### src/rtl/alu_pkg.sv
// alu_pkg: opcode constants, sequencer FSM states and default widths shared by the ALU sequencer slice
package alu_pkg;

    localparam int DEF_WIDTH = 4;
    localparam int DEF_OPC_W = 4;

    localparam logic [DEF_OPC_W-1:0] OPC_NOP = 4'b0000;
    localparam logic [DEF_OPC_W-1:0] OPC_ADD = 4'b0001;
    localparam logic [DEF_OPC_W-1:0] OPC_SUB = 4'b0010;
    localparam logic [DEF_OPC_W-1:0] OPC_MUL = 4'b0011;

    typedef enum logic [2:0] {
        IDLE,
        ISSUE,
        CAPTURE,
        MUL_ISSUE,
        MUL_CAPTURE,
        DONE
    } state_t;

endpackage

### src/rtl/alu_sequencer_if.sv
// alu_sequencer_if: command, response and ALU drive bundle; rsp_ovf exists only when ALU_SEQ_OVF_EN is defined
interface alu_sequencer_if import alu_pkg::*; #(
    parameter int WIDTH = DEF_WIDTH,
    parameter int OPC_W = DEF_OPC_W
) ();

    logic             cmd_valid;
    logic             cmd_ready;
    logic [OPC_W-1:0] cmd_opcode;
    logic [WIDTH-1:0] cmd_a;
    logic [WIDTH-1:0] cmd_b;
    logic             rsp_valid;
    logic             rsp_ready;
    logic [WIDTH-1:0] rsp_data;
    logic             rsp_err;
    logic [OPC_W-1:0] alu_opcode;
    logic [WIDTH-1:0] alu_ain;
    logic [WIDTH-1:0] alu_bin;
    logic [WIDTH-1:0] alu_out;
`ifdef ALU_SEQ_OVF_EN
    logic             rsp_ovf;

    modport master (
        output cmd_valid, cmd_opcode, cmd_a, cmd_b, rsp_ready, alu_out,
        input  cmd_ready, rsp_valid, rsp_data, rsp_err, rsp_ovf, alu_opcode, alu_ain, alu_bin
    );

    modport slave (
        input  cmd_valid, cmd_opcode, cmd_a, cmd_b, rsp_ready, alu_out,
        output cmd_ready, rsp_valid, rsp_data, rsp_err, rsp_ovf, alu_opcode, alu_ain, alu_bin
    );
`else
    modport master (
        output cmd_valid, cmd_opcode, cmd_a, cmd_b, rsp_ready, alu_out,
        input  cmd_ready, rsp_valid, rsp_data, rsp_err, alu_opcode, alu_ain, alu_bin
    );

    modport slave (
        input  cmd_valid, cmd_opcode, cmd_a, cmd_b, rsp_ready, alu_out,
        output cmd_ready, rsp_valid, rsp_data, rsp_err, alu_opcode, alu_ain, alu_bin
    );
`endif

endinterface

### src/rtl/alu_sequencer.sv
// alu_sequencer: command-level controller for the registered add/sub ALU; MUL runs as repeated ADDs; ALU_SEQ_OVF_EN adds rsp_ovf
module alu_sequencer import alu_pkg::*; #(
    parameter int WIDTH = DEF_WIDTH,
    parameter int OPC_W = DEF_OPC_W
) (
    input logic            clock,
    input logic            reset_n,
    alu_sequencer_if.slave bus
);

    state_t           state;
    state_t           state_nxt;
    logic [OPC_W-1:0] op;
    logic [WIDTH-1:0] a;
    logic [WIDTH-1:0] b;
    logic [WIDTH-1:0] acc;
    logic [WIDTH-1:0] cnt;
    logic [WIDTH-1:0] rsp_data;
    logic             rsp_err;
    logic [OPC_W-1:0] alu_opcode;
    logic [WIDTH-1:0] alu_ain;
    logic [WIDTH-1:0] alu_bin;

    logic is_add;
    logic is_sub;
    logic is_mul;
    logic go_issue;
    logic go_mul;

    assign is_add   = bus.cmd_opcode == OPC_ADD;
    assign is_sub   = bus.cmd_opcode == OPC_SUB;
    assign is_mul   = bus.cmd_opcode == OPC_MUL;
    assign go_issue = is_add || is_sub;
    assign go_mul   = is_mul && (bus.cmd_b != '0);

`ifdef ALU_SEQ_OVF_EN
    logic             rsp_ovf;
    logic [WIDTH:0]   add_sum;
    logic [WIDTH:0]   mul_sum;

    assign add_sum = {1'b0, a} + {1'b0, b};
    assign mul_sum = {1'b0, acc} + {1'b0, a};
    assign bus.rsp_ovf = rsp_ovf;
`endif

    // State register
    always_ff @(posedge clock or negedge reset_n) begin
        if (!reset_n)
            state <= IDLE;
        else
            state <= state_nxt;
    end

    // Next state and ALU drive; the ALU sees NOP (holds) outside the two issue states
    always_comb begin
        state_nxt  = state;
        alu_opcode = OPC_NOP;
        alu_ain    = '0;
        alu_bin    = '0;
        case (state)
            IDLE:
                if (bus.cmd_valid)
                    state_nxt = go_issue ? ISSUE : go_mul ? MUL_ISSUE : DONE;
            ISSUE: begin
                alu_opcode = op;
                alu_ain    = a;
                alu_bin    = b;
                state_nxt  = CAPTURE;
            end
            CAPTURE:
                state_nxt = DONE;
            MUL_ISSUE: begin
                alu_opcode = OPC_ADD;
                alu_ain    = acc;
                alu_bin    = a;
                state_nxt  = MUL_CAPTURE;
            end
            MUL_CAPTURE:
                state_nxt = (cnt == WIDTH'(1)) ? DONE : MUL_ISSUE;
            DONE:
                if (bus.rsp_ready)
                    state_nxt = IDLE;
            default:
                state_nxt = IDLE;
        endcase
    end

    // Operand latches, MUL accumulator/step counter and held response registers
    always_ff @(posedge clock or negedge reset_n) begin
        if (!reset_n) begin
            op       <= OPC_NOP;
            a        <= '0;
            b        <= '0;
            acc      <= '0;
            cnt      <= '0;
            rsp_data <= '0;
            rsp_err  <= 1'b0;
`ifdef ALU_SEQ_OVF_EN
            rsp_ovf  <= 1'b0;
`endif
        end else begin
            case (state)
                IDLE:
                    if (bus.cmd_valid) begin
                        op      <= bus.cmd_opcode;
                        a       <= bus.cmd_a;
                        b       <= bus.cmd_b;
                        acc     <= '0;
                        cnt     <= bus.cmd_b;
                        rsp_err <= !(go_issue || is_mul);
`ifdef ALU_SEQ_OVF_EN
                        rsp_ovf <= 1'b0;
`endif
                        if (!(go_issue || go_mul))
                            rsp_data <= '0;
                    end
                CAPTURE: begin
                    rsp_data <= bus.alu_out;
                    rsp_err  <= 1'b0;
`ifdef ALU_SEQ_OVF_EN
                    rsp_ovf  <= (op == OPC_SUB) ? (a < b) : add_sum[WIDTH];
`endif
                end
                MUL_CAPTURE: begin
                    acc <= bus.alu_out;
                    cnt <= cnt - WIDTH'(1);
`ifdef ALU_SEQ_OVF_EN
                    rsp_ovf <= rsp_ovf | mul_sum[WIDTH];
`endif
                    if (cnt == WIDTH'(1))
                        rsp_data <= bus.alu_out;
                end
                default: ;
            endcase
        end
    end

    assign bus.cmd_ready  = state == IDLE;
    assign bus.rsp_valid  = state == DONE;
    assign bus.rsp_data   = rsp_data;
    assign bus.rsp_err    = rsp_err;
    assign bus.alu_opcode = alu_opcode;
    assign bus.alu_ain    = alu_ain;
    assign bus.alu_bin    = alu_bin;

endmodule

### src/flat_wrapper.sv
// flat-port wrapper written by rule: the top's interface ports become plain ports
module alu_sequencer_flat import alu_pkg::*;
#(
    parameter int WIDTH = DEF_WIDTH,
    parameter int OPC_W = DEF_OPC_W
)
  (clock, reset_n, bus_cmd_valid, bus_cmd_opcode, bus_cmd_a, bus_cmd_b, bus_rsp_ready, bus_alu_out, bus_cmd_ready, bus_rsp_valid, bus_rsp_data, bus_rsp_err, bus_alu_opcode, bus_alu_ain, bus_alu_bin);
  alu_sequencer_if #(.WIDTH(WIDTH), .OPC_W(OPC_W)) bus_i ();
  input logic clock;
  input logic reset_n;
  input wire logic [$bits(bus_i.cmd_valid)-1:0] bus_cmd_valid;
  input wire logic [$bits(bus_i.cmd_opcode)-1:0] bus_cmd_opcode;
  input wire logic [$bits(bus_i.cmd_a)-1:0] bus_cmd_a;
  input wire logic [$bits(bus_i.cmd_b)-1:0] bus_cmd_b;
  input wire logic [$bits(bus_i.rsp_ready)-1:0] bus_rsp_ready;
  input wire logic [$bits(bus_i.alu_out)-1:0] bus_alu_out;
  output wire logic [$bits(bus_i.cmd_ready)-1:0] bus_cmd_ready;
  output wire logic [$bits(bus_i.rsp_valid)-1:0] bus_rsp_valid;
  output wire logic [$bits(bus_i.rsp_data)-1:0] bus_rsp_data;
  output wire logic [$bits(bus_i.rsp_err)-1:0] bus_rsp_err;
  output wire logic [$bits(bus_i.alu_opcode)-1:0] bus_alu_opcode;
  output wire logic [$bits(bus_i.alu_ain)-1:0] bus_alu_ain;
  output wire logic [$bits(bus_i.alu_bin)-1:0] bus_alu_bin;
  assign bus_i.cmd_valid = bus_cmd_valid;
  assign bus_i.cmd_opcode = bus_cmd_opcode;
  assign bus_i.cmd_a = bus_cmd_a;
  assign bus_i.cmd_b = bus_cmd_b;
  assign bus_i.rsp_ready = bus_rsp_ready;
  assign bus_i.alu_out = bus_alu_out;
  assign bus_cmd_ready = bus_i.cmd_ready;
  assign bus_rsp_valid = bus_i.rsp_valid;
  assign bus_rsp_data = bus_i.rsp_data;
  assign bus_rsp_err = bus_i.rsp_err;
  assign bus_alu_opcode = bus_i.alu_opcode;
  assign bus_alu_ain = bus_i.alu_ain;
  assign bus_alu_bin = bus_i.alu_bin;
  alu_sequencer #(.WIDTH(WIDTH), .OPC_W(OPC_W)) u_core (.clock(clock), .reset_n(reset_n), .bus(bus_i));
endmodule
### config.mk
export PLATFORM = sky130hd
export DESIGN_NAME = alu_sequencer_flat
export DESIGN_NICKNAME = d
export VERILOG_FILES = /design/src/rtl/alu_pkg.sv /design/src/rtl/alu_sequencer_if.sv /design/src/rtl/alu_sequencer.sv /design/src/flat_wrapper.sv
export SDC_FILE = /design/constraint.sdc
export NUM_CORES = 1
export LEC_CHECK = 0
export BUFFER_PORTS_ARGS = -buffer_cell sky130_fd_sc_hd__buf_2
export CORE_MARGIN = 5
export CORE_UTILIZATION = 45
export DETAILED_ROUTE_END_ITERATION = 10
export PLACE_DENSITY = 0.69
export SKIP_CTS_REPAIR_TIMING = 1
export SLEW_MARGIN = 20
export SYNTH_ARGS = -nofsm -noshare
export SYNTH_HDL_FRONTEND = slang
export SYNTH_SLANG_ARGS = --single-unit
### constraint.sdc
create_clock -name clock -period 4.32 [get_ports clock]
set_clock_uncertainty 0.2 [all_clocks]
set_input_delay 0.216 -clock clock [delete_from_list [all_inputs] [get_ports clock]]
set_output_delay 0.216 -clock clock [all_outputs]
set_load 0.05 [all_outputs]
======== Word-level counts from Yosys, hierarchy flattened ========
Index checks and enable logic that the tools add are counted.
operators by class
  add/sub/neg operators ................... 1
  eq/ne operators ......................... 13
  mux-type cells .......................... 19
  reduce and logical (&&, ||, !) cells .... 15
operator list
  cell                                                    count
  one-hot mux 4 bit (2 select lines)                      5
  2-to-1 mux 4 bit                                        5
  one-hot mux 3 bit (6 select lines)                      1
  2-to-1 mux 3 bit                                        5
  one-hot mux 4 bit (3 select lines)                      1
  equality test 4 x 1 -> 1 bit (second input constant)    2
  equality test 4 x 2 -> 1 bit (second input constant)    2
  AND reduction 2 bit                                     4
  equality test 3 x 2 -> 1 bit (second input constant)    2
  equality test 3 bit (second input constant)             2
  inequality test 2 bit (second input constant)           3
  AND reduction 4 bit                                     1
  nonzero test 2 bit                                      2
  nonzero test 4 bit                                      1
  subtractor 4 x 1 -> 4 bit (second input constant)       1
  equality test 3 x 1 -> 1 bit (second input constant)    1
  zero test 3 bit                                         1
  logical OR 1 bit                                        3
  nonzero test 3 bit                                      1
  inequality test 2 x 1 -> 1 bit (second input constant)  1
  one-hot mux 1 bit (2 select lines)                      1
  logical AND 1 bit                                       1
  zero test 1 bit                                         1
  2-to-1 mux 1 bit                                        1
word-level totals
  register bits after elaboration ......... 28
  input bits .............................. 20
  output and inout bits ................... 19
  logic and storage cells ................. 56

======== Longest topological paths before layout ========
Gate-level depths: netlist of run 1.
  depth in word-level cells ............... 6
  mapped depth ............................ 6
  gate-level depth less buffers ........... 5

======== Least setup slack after synthesis of run 1 ========
Ideal clock, no wire load.
  path kind ............................... register -> register
  from .................................... register u_core.state[0]
  to ...................................... register u_core.b[0]
  library setup time ...................... 118 ps
  data arrival time ....................... 2457 ps
  data required time ...................... 4002 ps
  setup slack ............................. 1545 ps
  stages on the path, launching flop included .. 7
  buffers on the path ..................... 2
  period minus slack after synthesis ...... 2775 ps
  cells stage by stage .................... dfrtp_1 -> buf_2 -> nor3_1 -> nand2_1 -> buf_2 -> nand2_1 -> nand2_1
on the way
  cells in the longest elaborated chain, start to end .. 2
RTL lines
  item                                  line                  text
  from (decl)                           alu_sequencer.sv:11   state_t state;
  from (signal assigned)                alu_sequencer.sv:51   state <= state_nxt;
  zero test 3 bit                       n/a
  via bus_cmd_ready                     flat_wrapper.sv:17    output wire logic [$bits(bus_i.cmd_ready)-1:0] bus_cmd_ready;
  AND reduction 2 bit (no source line)  n/a
  to (signal assigned)                  alu_sequencer.sv:107  b <= bus.cmd_b;
  to (decl)                             alu_sequencer.sv:15   logic [WIDTH-1:0] b;
The timed path passes the listed nets, and every way through them passes these cells.
A chain may end at the register's enable or synchronous reset.

======== Final worst setup path of run 1 ========
  from .................................... register u_core.state[0]
  to ...................................... output bus_alu_opcode[2]
on the way
  cells in the longest elaborated chain, start to end .. 2
  elaborated cells between the ends (all ways) .. 3
  those cells by class .................... 2 x eq/ne; 1 x mux
RTL lines
  item                                                                                 line                 text
  equality test 3 x 2 -> 1 bit / equality test 3 x 1 -> 1 bit (equally long branches)  alu_sequencer.sv:60  case (state)
  one-hot mux 4 bit (2 select lines) (*)                                               alu_sequencer.sv:60
  to (decl)                                                                            flat_wrapper.sv:21   output wire logic [$bits(bus_i.alu_opcode)-1:0] bus_alu_opcode;
Every way passes the cells marked *; elsewhere a longest branch is shown, timed or not.

==> out/qor.csv, run 1 <==
stage,metric,value,unit
run_status,status,completed,
final_layout,share of layout cells above drive strength 1,22.5,%
global_routing,grt total ovfl,0,
worst_setup_path,Crit path required time,3.90,ns
clock_network,CTS buffer count,3,
synth,area of the mapped netlist,1510,µm²
timing,fin crit period,2.40,ns
die,Die Y,67.9,µm
timing,fin crit share,55.5,%
global_routing,initial antenna violation count,0,
final_layout,ANT cells,0,
synth,Synth Instances,170,
clock_network,clock tree buffer depth,2,
timing,RSZ-0062 raised after global routing,no,
drt,Vias,1357,
worst_setup_path,CP cell instances,nand2b_1 > nor3b_1 > buf_2,
clock_network,CTS sink cnt,28,
final_layout,P&R area growth vs syn,29.3,%
worst_setup_path,critical path's slowest cell,dfrtp_1,
global_routing,pin count of the biggest net entering global routing,29,
clock_network,htree depth,1,
clock_network,Worst-Skew Late Latency,0.33,ns
synth,Yosys cell types,32,
run,max-cap violation count,0,
timing,Setup TNS Final,0,ns
power,leakage,0.959,nW
worst_setup_path,worst path bufs/invs,1,
die,die width,67.9,µm
timing,Achievable Freq,417,MHz
clock_network,root buf cell,clkbuf_4,
worst_setup_path,Startpoint Class,flip-flop,
worst_setup_path,crit-path leading delay family,simple AND/OR/NAND/NOR gates,
die,Die Area,4600,µm²
clock_network,"Clk pin slew, worst setup/hold paths",0.16,ns
timing,Final Hold Fails,0,
final_layout,nets,245,
power,Power Total,1.42,mW
power,Max IR drop VDD,0.309,mV
clock_network,TritonCTS clock tree,yes,
drt,drt first pass iters,4,
drt,Antenna Nets Post-Route,0,
die,initial core utilization,45.9,%
placed_design,Placer Congestion,0.769,
timing,setup violators final,0,
drt,DR iter-0 viols,97,
timing,Final Max Slew Viols,0,
synth,"flops & latches, synth",28,
synth,Post-Syn Nets,192,
drt,DRC errors left,0,
die,Core ar.,3280,µm²
global_routing,vias in the first global route,1320,
drt,vias per cell,5.06,
drt,Routed WL,3.69,mm
drt,Avg WL per Cell,13.8,µm
synth,sequential-to-total area share from yosys stat,46.5,%
die,row count,21,
placed_design,DPL Wire Length,2.65,mm
worst_setup_path,critical path peak fanout,13,
worst_setup_path,crit end category,output port,
global_routing,global-route wire length before repair,5.87,mm
power,pwr dens,729,nW/µm²
timing,slew margin rel.,45.1,%
timing,Slew @ Worst Pin,0.824,ns
worst_setup_path,Setup CP Type,reg2out,
placed_design,Buffers on Ports,38,
worst_setup_path,CP arrival,1.98,ns
synth,Yosys warnings,0,
global_routing,total track usage,16.5,%
synth,syn avg cell area,8.86,µm²
die,Boundary Pins,39,
hold_path,Hold Path Class,in2reg,
worst_setup_path,max incr delay on CP,0.64,ns
[cell type report]
class	count	area [µm²]
Inverter	8	30.0
Clock buffer	3	22.5
Tap cell	46	57.6
Timing Repair Buffer	56	368
Fill cell	298	1340
Sequential cell	28	701
Multi-Input combinational cell	126	739
Clock inverter	1	30.0
[layout by cell type, fill, tap and decap left out, types with 2 or more instances in the layout]
cell type,count
nand3_1,3
a21oi_1,3
nor3b_1,3
o21ai_0,7
buf_2,38
nor2_1,17
inv_1,8
nand2b_1,4
ha_1,2
mux2i_1,12
nand3b_1,2
nor3_1,4
clkbuf_4,3
dfrtp_1,28
o211ai_1,2
dlygate4sd3_1,17
nand2_1,52
[layer usage]
metal	share of wire, %	track usage [%]	up-vias
li1	-	-	676
met1	46	21.7	650
met2	49	28.2	29
met3	4.5	2.79	2
met4	0.41	3.97	0
met5	0	0	-
[kinds of logic after synthesis]
logic type      after synthesis  synth area share, %
fa+ha+maj                     2                 1.66
flops                        28                 46.5
buf+inv                      16                 4.40
mux                          13                 8.72
simple gates                 92                 28.7
compound gates               19                 9.97
[where the power goes]
| part | internal, mW | leakage, nW | total [mW] | switching [mW] |
|---|---|---|---|---|
| clock network | 0.0938 | 0.0279 | 0.173 | 0.0794 |
| registers | 0.374 | 0.351 | 0.506 | 0.131 |
| logic | 0.251 | 0.580 | 0.741 | 0.490 |
| total | 0.719 | 0.959 | 1.42 | 0.701 |
[path summary, 6_finish.rpt]
kind | depth (start not counted) | startpoint | slack (ns) | end
setup / recovery | 3 | u_core.state[0]$_DFFE_PN0P_ | 1.92 | bus_alu_opcode[2]
hold / removal | 3 | bus_cmd_b[0] | 0.004 | u_core.b[0]$_DFFE_PN0P_
setup reg to reg | 4 | u_core.state[1]$_DFFE_PN0P_ | 1.94 | u_core.bus.rsp_data[0]$_DFFE_PN0P_
hold reg to reg | 2 | u_core.op[1]$_DFFE_PN0P_ | 0.29 | u_core.op[1]$_DFFE_PN0P_
max in group asynchronous | 2 | reset_n | 3.29 | u_core.a[1]$_DFFE_PN0P_
min in group asynchronous | 2 | reset_n | 0.22 | u_core.bus.rsp_err$_DFFE_PN0P_
[worst register-to-register path, stage by stage (launching register included)]
cell and delay (ns):
dfrtp_1 0.91, or3b_1 0.39, a21oi_1 0.11, a2111oi_4 0.46
mux2i_1 0.24
[stage by stage]
stage,area (µm²),worst slack [ns],std cells,hold slack (ns),util (%)
6_report,1950,1.92,268,0.00388,59.3
4_1_cts,1780,1.94,251,-0.304,54.1
5_1_grt,1950,1.77,268,0.00158,59.3
3_3_place_gp,1730,2.05,247,0.0628,52.5
3_5_place_dp,1730,1.97,247,0.0795,52.5
2_1_floorplan,1510,1.55,170,-0.280,-
[cell usage after synthesis (all sizes together)]
cell type,n,area share (%)
a2111oi,2,2.8
a21o,1,0.50
a21oi,3,1.0
a2bb2oi,1,0.58
a31oi,1,0.42
and2,1,0.42
buf,7,2.2
clkbuf,1,0.25
dfrtp,28,47
ha,2,1.7
inv,8,2.0
mux2,1,0.75
mux2i,12,8.0
nand2,52,13
nand2b,4,1.7
nand3,3,1.0
nand3b,2,1.0
nor2,17,4.2
nor3,4,1.3
nor3b,4,2.3
nor4,2,1.8
nor4b,1,1.0
o211ai,2,1.0
o21ai,7,2.3
o221a,1,0.75
o221ai,1,0.58
or3,1,0.42
or3b,1,0.58
[registers in the layout, indices dropped and copies added (netlist names)]
signal / flops
u_core.bus.rsp_err: 1
u_core.op: 4
u_core.state: 3
u_core.acc: 4
u_core.a: 4
u_core.cnt: 4
u_core.bus.rsp_data: 4
u_core.b: 4
(Power assumes the default switching activity.)
==> run 2, diff against run 1 <==
--- a/config.mk
+++ b/config.mk
@@ -5,11 +5,12 @@
 export SDC_FILE = /design/constraint.sdc
 export NUM_CORES = 1
 export LEC_CHECK = 0
+export ABC_AREA = 1
 export BUFFER_PORTS_ARGS = -buffer_cell sky130_fd_sc_hd__buf_2
 export CORE_MARGIN = 5
 export CORE_UTILIZATION = 45
 export DETAILED_ROUTE_END_ITERATION = 10
-export PLACE_DENSITY = 0.69
+export PLACE_DENSITY = 0.71
 export SKIP_CTS_REPAIR_TIMING = 1
 export SLEW_MARGIN = 20
 export SYNTH_ARGS = -nofsm -noshare
==> constraint.sdc (replaced) <==
create_clock -name clock -period 2.13 [get_ports clock]
set_clock_uncertainty 0.2 [all_clocks]
set_input_delay 0.1065 -clock clock [delete_from_list [all_inputs] [get_ports clock]]
set_output_delay 0.1065 -clock clock [all_outputs]
set_load 0.05 [all_outputs]
==> run 2 against run 1 <==
  * Total power grew 110%
  * Flip-flop and latch count did not move
  * Sequential share of layout area shrank 0.48 points
==> out/qor.csv, run 2 <==
stage,metric,value,unit
run_status,status,completed,
placed_design,Place WS,0.361,ns
power,pwr dens,1520,nW/µm²
final_layout,Util after Layout,59.6,%
timing,fin crit period,2.04,ns
worst_setup_path,critical path peak fanout,12,
global_routing,vias in the first global route,1262,
placed_design,"Cell Area, Placed",1730,µm²
global_routing,initial antenna violation count,0,
worst_setup_path,Crit path required time,1.82,ns
synth,Synth top area share,45.8,%
hold_path,worst hold path depth,6,
clock_network,htree depth,1,
drt,vias per cell,4.71,
final_layout,"non-filler cells, final",295,
timing,Achievable Freq,489,MHz
drt,Antenna Nets Post-Route,0,
synth,cell taking the most area after synthesis,dfrtp_1,
synth,Commonest cells post-synth,"49 x nand2_1, 31 x inv_1, 28 x dfrtp_1",
timing,final worst slack,0.0867,ns
timing,slew margin rel.,58.4,%
die,row count,21,
final_layout,Fillers,312,
die,initial core utilization,46.2,%
worst_setup_path,crit end category,output port,
placed_design,Placer Congestion,0.820,
global_routing,total track usage,15.8,%
die,Die Area,4670,µm²
drt,Avg WL per Cell,12.3,µm
power,Max IR drop VDD,0.699,mV
synth,Post-synth EDFFs,0,
placed_design,Cell Count Post-Placement,273,
clock_network,Worst-Skew Late Latency,0.33,ns
clock_network,"Clk pin slew, worst setup/hold paths",0.15,ns
worst_setup_path,Startpoint Class,flip-flop,
final_layout,nets,272,
timing,fin crit share,95.9,%
clock_network,CTS buffer count,3,
power,leakage,1.07,nW
synth,syn avg cell area,7.89,µm²
run,max-cap violation count,0,
final_layout,cell area after layout,1970,µm²
drt,drt first pass iters,4,
synth,"flops & latches, synth",28,
worst_setup_path,Setup CP Type,reg2out,
timing,Final Max Slew Viols,0,
global_routing,pin count of the biggest net entering global routing,29,
clock_network,root buf cell,clkbuf_4,
placed_design,DPL Wire Length,2.64,mm
timing,Final Hold Fails,0,
drt,Routed WL,3.62,mm
worst_setup_path,max incr delay on CP,0.46,ns
synth,Yosys warnings,0,
synth,Post-Syn Nets,216,
final_layout,most frequent cells in the layout,"49 x nand2_1, 38 x buf_2, 31 x inv_1, 28 x dfrtp_1, 21 x nor2_1",
die,die width,68.3,µm
clock_network,clock tree buffer depth,2,
die,Boundary Pins,39,
final_layout,ANT cells,0,
synth,Synth Instances,194,
synth,area of the mapped netlist,1530,µm²
clock_network,TritonCTS clock tree,yes,
synth,sequential-to-total area share from yosys stat,45.8,%
timing,setup violators final,0,
synth,ranking of synthesized cells by area,"dfrtp_1 46%, nand2_1 12%, inv_1 7.6%",
die,Die Y,68.3,µm
power,Power Total,3.00,mW
drt,DR iter-0 viols,40,
final_layout,share of layout cells above drive strength 1,24.1,%
global_routing,global-route wire length before repair,5.50,mm
synth,Yosys cell types,24,
synth,Synth Flop Type,dfrtp_1,
drt,DRC errors left,0,
global_routing,grt total ovfl,0,
die,Core ar.,3310,µm²
final_layout,"most common cell after layout, fill and taps aside",nand2_1,
timing,Slew @ Worst Pin,0.623,ns
drt,Vias,1390,
hold_path,Hold Path Class,in2reg,
synth,fraction of registers with async set/reset,100,%
final_layout,P&R area growth vs syn,29.0,%
synth,most common cell in the netlist,nand2_1,
placed_design,Buffers on Ports,38,
worst_setup_path,CP arrival,1.74,ns
timing,Setup TNS Final,0,ns
timing,Hold WS,0.0641,ns
worst_setup_path,CP cell instances,inv_2 > nand3_2 > o22ai_1 > buf_2,
clock_network,CTS sink cnt,28,
worst_setup_path,critical path's slowest cell,dfrtp_1,
worst_setup_path,Worst Reg-to-Reg Cells,7,
## run 2: logic make-up after synthesis
logic type	Yosys count	synth area share [%]
AOI/OAI and AO/OA	32	12.0
xor gates and xnor gates	2	1.14
adders and majority gates	2	1.64
buffers and inverters	40	11.6
DFF	28	45.8
and+or+nand+nor	90	27.8
## run 2: worst max-delay path, delay by kind of cell, from the launching register on
kind,cells,cell delay (ns)
flops,1,0.46
compound gates,1,0.23
buf+inv,2,0.47
simple gates,1,0.25
## run 2: where the power goes
part | total (mW) | switching [mW] | internal (mW)
sequential | 0.908 | 0.143 | 0.765
clock | 0.349 | 0.158 | 0.190
combinational | 1.75 | 1.27 | 0.482
## run 2: area by class of cell
| type | count | area, µm² | area share (%) |
|---|---|---|---|
| clock buffer | 3 | 22.5 | 1.14 |
| clock inverter | 1 | 30.0 | 1.52 |
| sequential | 28 | 701 | 35.5 |
| multi-input combinational | 126 | 662 | 33.5 |
| timing repair buffer | 56 | 370 | 18.8 |
| tap | 46 | 57.6 | 2.92 |
| inverter | 35 | 131 | 6.65 |
## run 2: final timing paths
| kind | to | from | slack (ns) |
|---|---|---|---|
| max reg2reg | u_core.bus.rsp_data[0]$_DFFE_PN0P_ | u_core.state[0]$_DFFE_PN0P_ | 0.36 |
| min | u_core.bus.rsp_err$_DFFE_PN0P_ | bus_cmd_valid | 0.06 |
| min reg2reg | u_core.bus.rsp_data[1]$_DFFE_PN0P_ | u_core.bus.rsp_data[1]$_DFFE_PN0P_ | 0.29 |
| min in group asynchronous | u_core.b[0]$_DFFE_PN0P_ | reset_n | 0.09 |
| max | bus_alu_bin[1] | u_core.state[1]$_DFFE_PN0P_ | 0.09 |
| max in group asynchronous | u_core.acc[1]$_DFFE_PN0P_ | reset_n | 1.22 |
## run 2: metal layers
metal  GRT usage [%]  vias to the layer above  wire (µm)
li1                -                      718          -
met5               0                        -          0
met4            4.47                        0         30
met2            28.3                       30       1830
met3            2.30                        4        163
met1            19.5                      638       1600
==> run 3, diff against run 2 <==
--- a/config.mk
+++ b/config.mk
@@ -6,7 +6,7 @@
 export NUM_CORES = 1
 export LEC_CHECK = 0
 export ABC_AREA = 1
-export BUFFER_PORTS_ARGS = -buffer_cell sky130_fd_sc_hd__buf_2
+export BUFFER_PORTS_ARGS = -buffer_cell sky130_fd_sc_hd__clkbuf_2
 export CORE_MARGIN = 5
 export CORE_UTILIZATION = 45
 export DETAILED_ROUTE_END_ITERATION = 10
==> run 3 against run 2 <==
  * Combinational power is essentially flat
  * Wire length down 1.8%
  * Via count rose by 0.29%
  * Flip-flop and latch count unchanged
  * Hold slack better by 0.016 ns
  * Cell count is the same
  * Critical endpoint is now bus_alu_bin[2]
  * Largest cell class unchanged
==> out/qor.csv, run 3 (synthesized netlist as in run 2, its figures left out) <==
stage,metric,value,unit
placed_design,Buffers on Ports,38,
power,Max IR drop VDD,0.914,mV
drt,Vias,1394,
power,leakage,1.06,nW
worst_setup_path,worst path bufs/invs,2,
run_status,status,completed,
worst_setup_path,critical path peak fanout,12,
worst_setup_path,Crit path depth,4,
clock_network,CTS buffer count,3,
worst_setup_path,critical path's slowest cell,dfrtp_1,
run,max-cap violation count,0,
global_routing,global-route wire length before repair,5.75,mm
final_layout,P&R area growth vs syn,29.5,%
final_layout,nets,272,
timing,Final Hold Fails,0,
drt,DR iter-0 viols,56,
die,Core ar.,3310,µm²
die,Die Area,4670,µm²
timing,slew margin rel.,54.2,%
final_layout,Fillers,306,
die,initial core utilization,46.2,%
clock_network,root buf cell,clkbuf_4,
die,Die Y,68.3,µm
final_layout,most frequent cells in the layout,"49 x nand2_1, 31 x inv_1, 31 x clkbuf_2, 28 x dfrtp_1, 21 x nor2_1",
timing,Achievable Freq,489,MHz
die,row count,21,
drt,DRC errors left,0,
drt,Avg WL per Cell,12.1,µm
worst_setup_path,Worst Reg-to-Reg Cells,7,
worst_setup_path,max incr delay on CP,0.50,ns
drt,Antenna Nets Post-Route,0,
clock_network,clock tree buffer depth,2,
timing,fin crit period,2.05,ns
timing,final worst slack,0.0834,ns
final_layout,"most common cell after layout, fill and taps aside",nand2_1,
clock_network,CTS sink cnt,28,
worst_setup_path,Setup CP Type,reg2out,
drt,Routed WL,3.56,mm
global_routing,initial antenna violation count,0,
clock_network,Worst-Skew Late Latency,0.33,ns
worst_setup_path,crit-path leading delay family,flip-flops,
global_routing,total track usage,16.5,%
worst_setup_path,Crit path required time,1.82,ns
global_routing,vias in the first global route,1283,
power,pwr dens,1520,nW/µm²
worst_setup_path,Startpoint Class,flip-flop,
placed_design,Placer Congestion,0.822,
die,die width,68.3,µm
final_layout,ANT cells,0,
placed_design,DPL Wire Length,2.64,mm
die,Boundary Pins,39,
timing,Hold WS,0.0796,ns
global_routing,grt total ovfl,0,
timing,Final Max Slew Viols,0,
placed_design,Place WS,0.339,ns
worst_setup_path,crit end category,output port,
worst_setup_path,CP cell instances,inv_2 > nand3_2 > o22ai_1 > clkbuf_2,
timing,Slew @ Worst Pin,0.687,ns
worst_setup_path,CP arrival,1.74,ns
clock_network,TritonCTS clock tree,yes,
hold_path,worst hold path depth,6,
final_layout,sequential cell area,701,µm²
final_layout,multi-input gate area in the final layout,662,µm²
clock_network,"Clk pin slew, worst setup/hold paths",0.15,ns
hold_path,Hold Path Class,in2reg,
global_routing,pin count of the biggest net entering global routing,29,
drt,drt first pass iters,4,
drt,vias per cell,4.73,
timing,fin crit share,96.1,%
clock_network,htree depth,1,
timing,setup violators final,0,
final_layout,share of layout cells above drive strength 1,24.1,%
-- run 3: cell count changes in the layout (fill, tap and decap cells not counted), sizes merged --
cell,previous run,this run
buf,38,4
clkbuf,3,37
-- run 3: routing by layer --
layer	up-vias	part of all wire (%)	GRT usage [%]
met5	-	0	0
met4	0	1.4	2.98
li1	715	-	-
met3	6	4.5	4.76
met1	644	45	20.0
met2	29	49	29.2
-- run 3: stage by stage --
step / cells / utilization, % / area (µm²) / setup TNS, ns / total power, mW
floorplan: 194 / - / 1530 / 0 / 2.30
global placement: 273 / 52.3 / 1730 / 0 / 2.59
detailed placement: 273 / 52.3 / 1730 / 0 / 2.62
CTS: 277 / 53.9 / 1780 / -0.355 / 2.97
global route: 295 / 59.9 / 1980 / -0.0679 / 3.27
finish: 295 / 59.9 / 1980 / 0 / 3.01
-- run 3: worst paths after layout --
path / startpoint / endpoint / slack, ns
worst max-delay path: u_core.state[2]$_DFFE_PN0P_ / bus_alu_bin[2] / 0.08
worst min-delay path: bus_cmd_valid / u_core.bus.rsp_err$_DFFE_PN0P_ / 0.08
worst max register to register: u_core.state[0]$_DFFE_PN0P_ / u_core.cnt[0]$_DFFE_PN0P_ / 0.38
worst min register to register: u_core.bus.rsp_data[0]$_DFFE_PN0P_ / u_core.bus.rsp_data[0]$_DFFE_PN0P_ / 0.29
max in group asynchronous: reset_n / u_core.a[3]$_DFFE_PN0P_ / 1.16
min in group asynchronous: reset_n / u_core.b[0]$_DFFE_PN0P_ / 0.13
-- run 3: layout make-up --
type	instances	share of cell area (%)
Timing Repair Buffer	56	19.1
Inverter	35	6.63
Clock buffer	3	1.14
Clock inverter	1	1.52
Tap cell	46	2.90
Sequential cell	28	35.4
Multi-Input combinational cell	126	33.4
-- run 3: power by group --
group	internal, mW	total, mW	switching (mW)
registers	0.765	0.906	0.141
logic	0.490	1.75	1.26
clock network	0.190	0.350	0.160
total	1.45	3.01	1.56
-- run 3: tightest hold or removal path: cells and delay by family --
kind            cells  cell delay (ns)
simple gates        3             0.23
buf+inv             2             0.18
compound gates      1             0.07
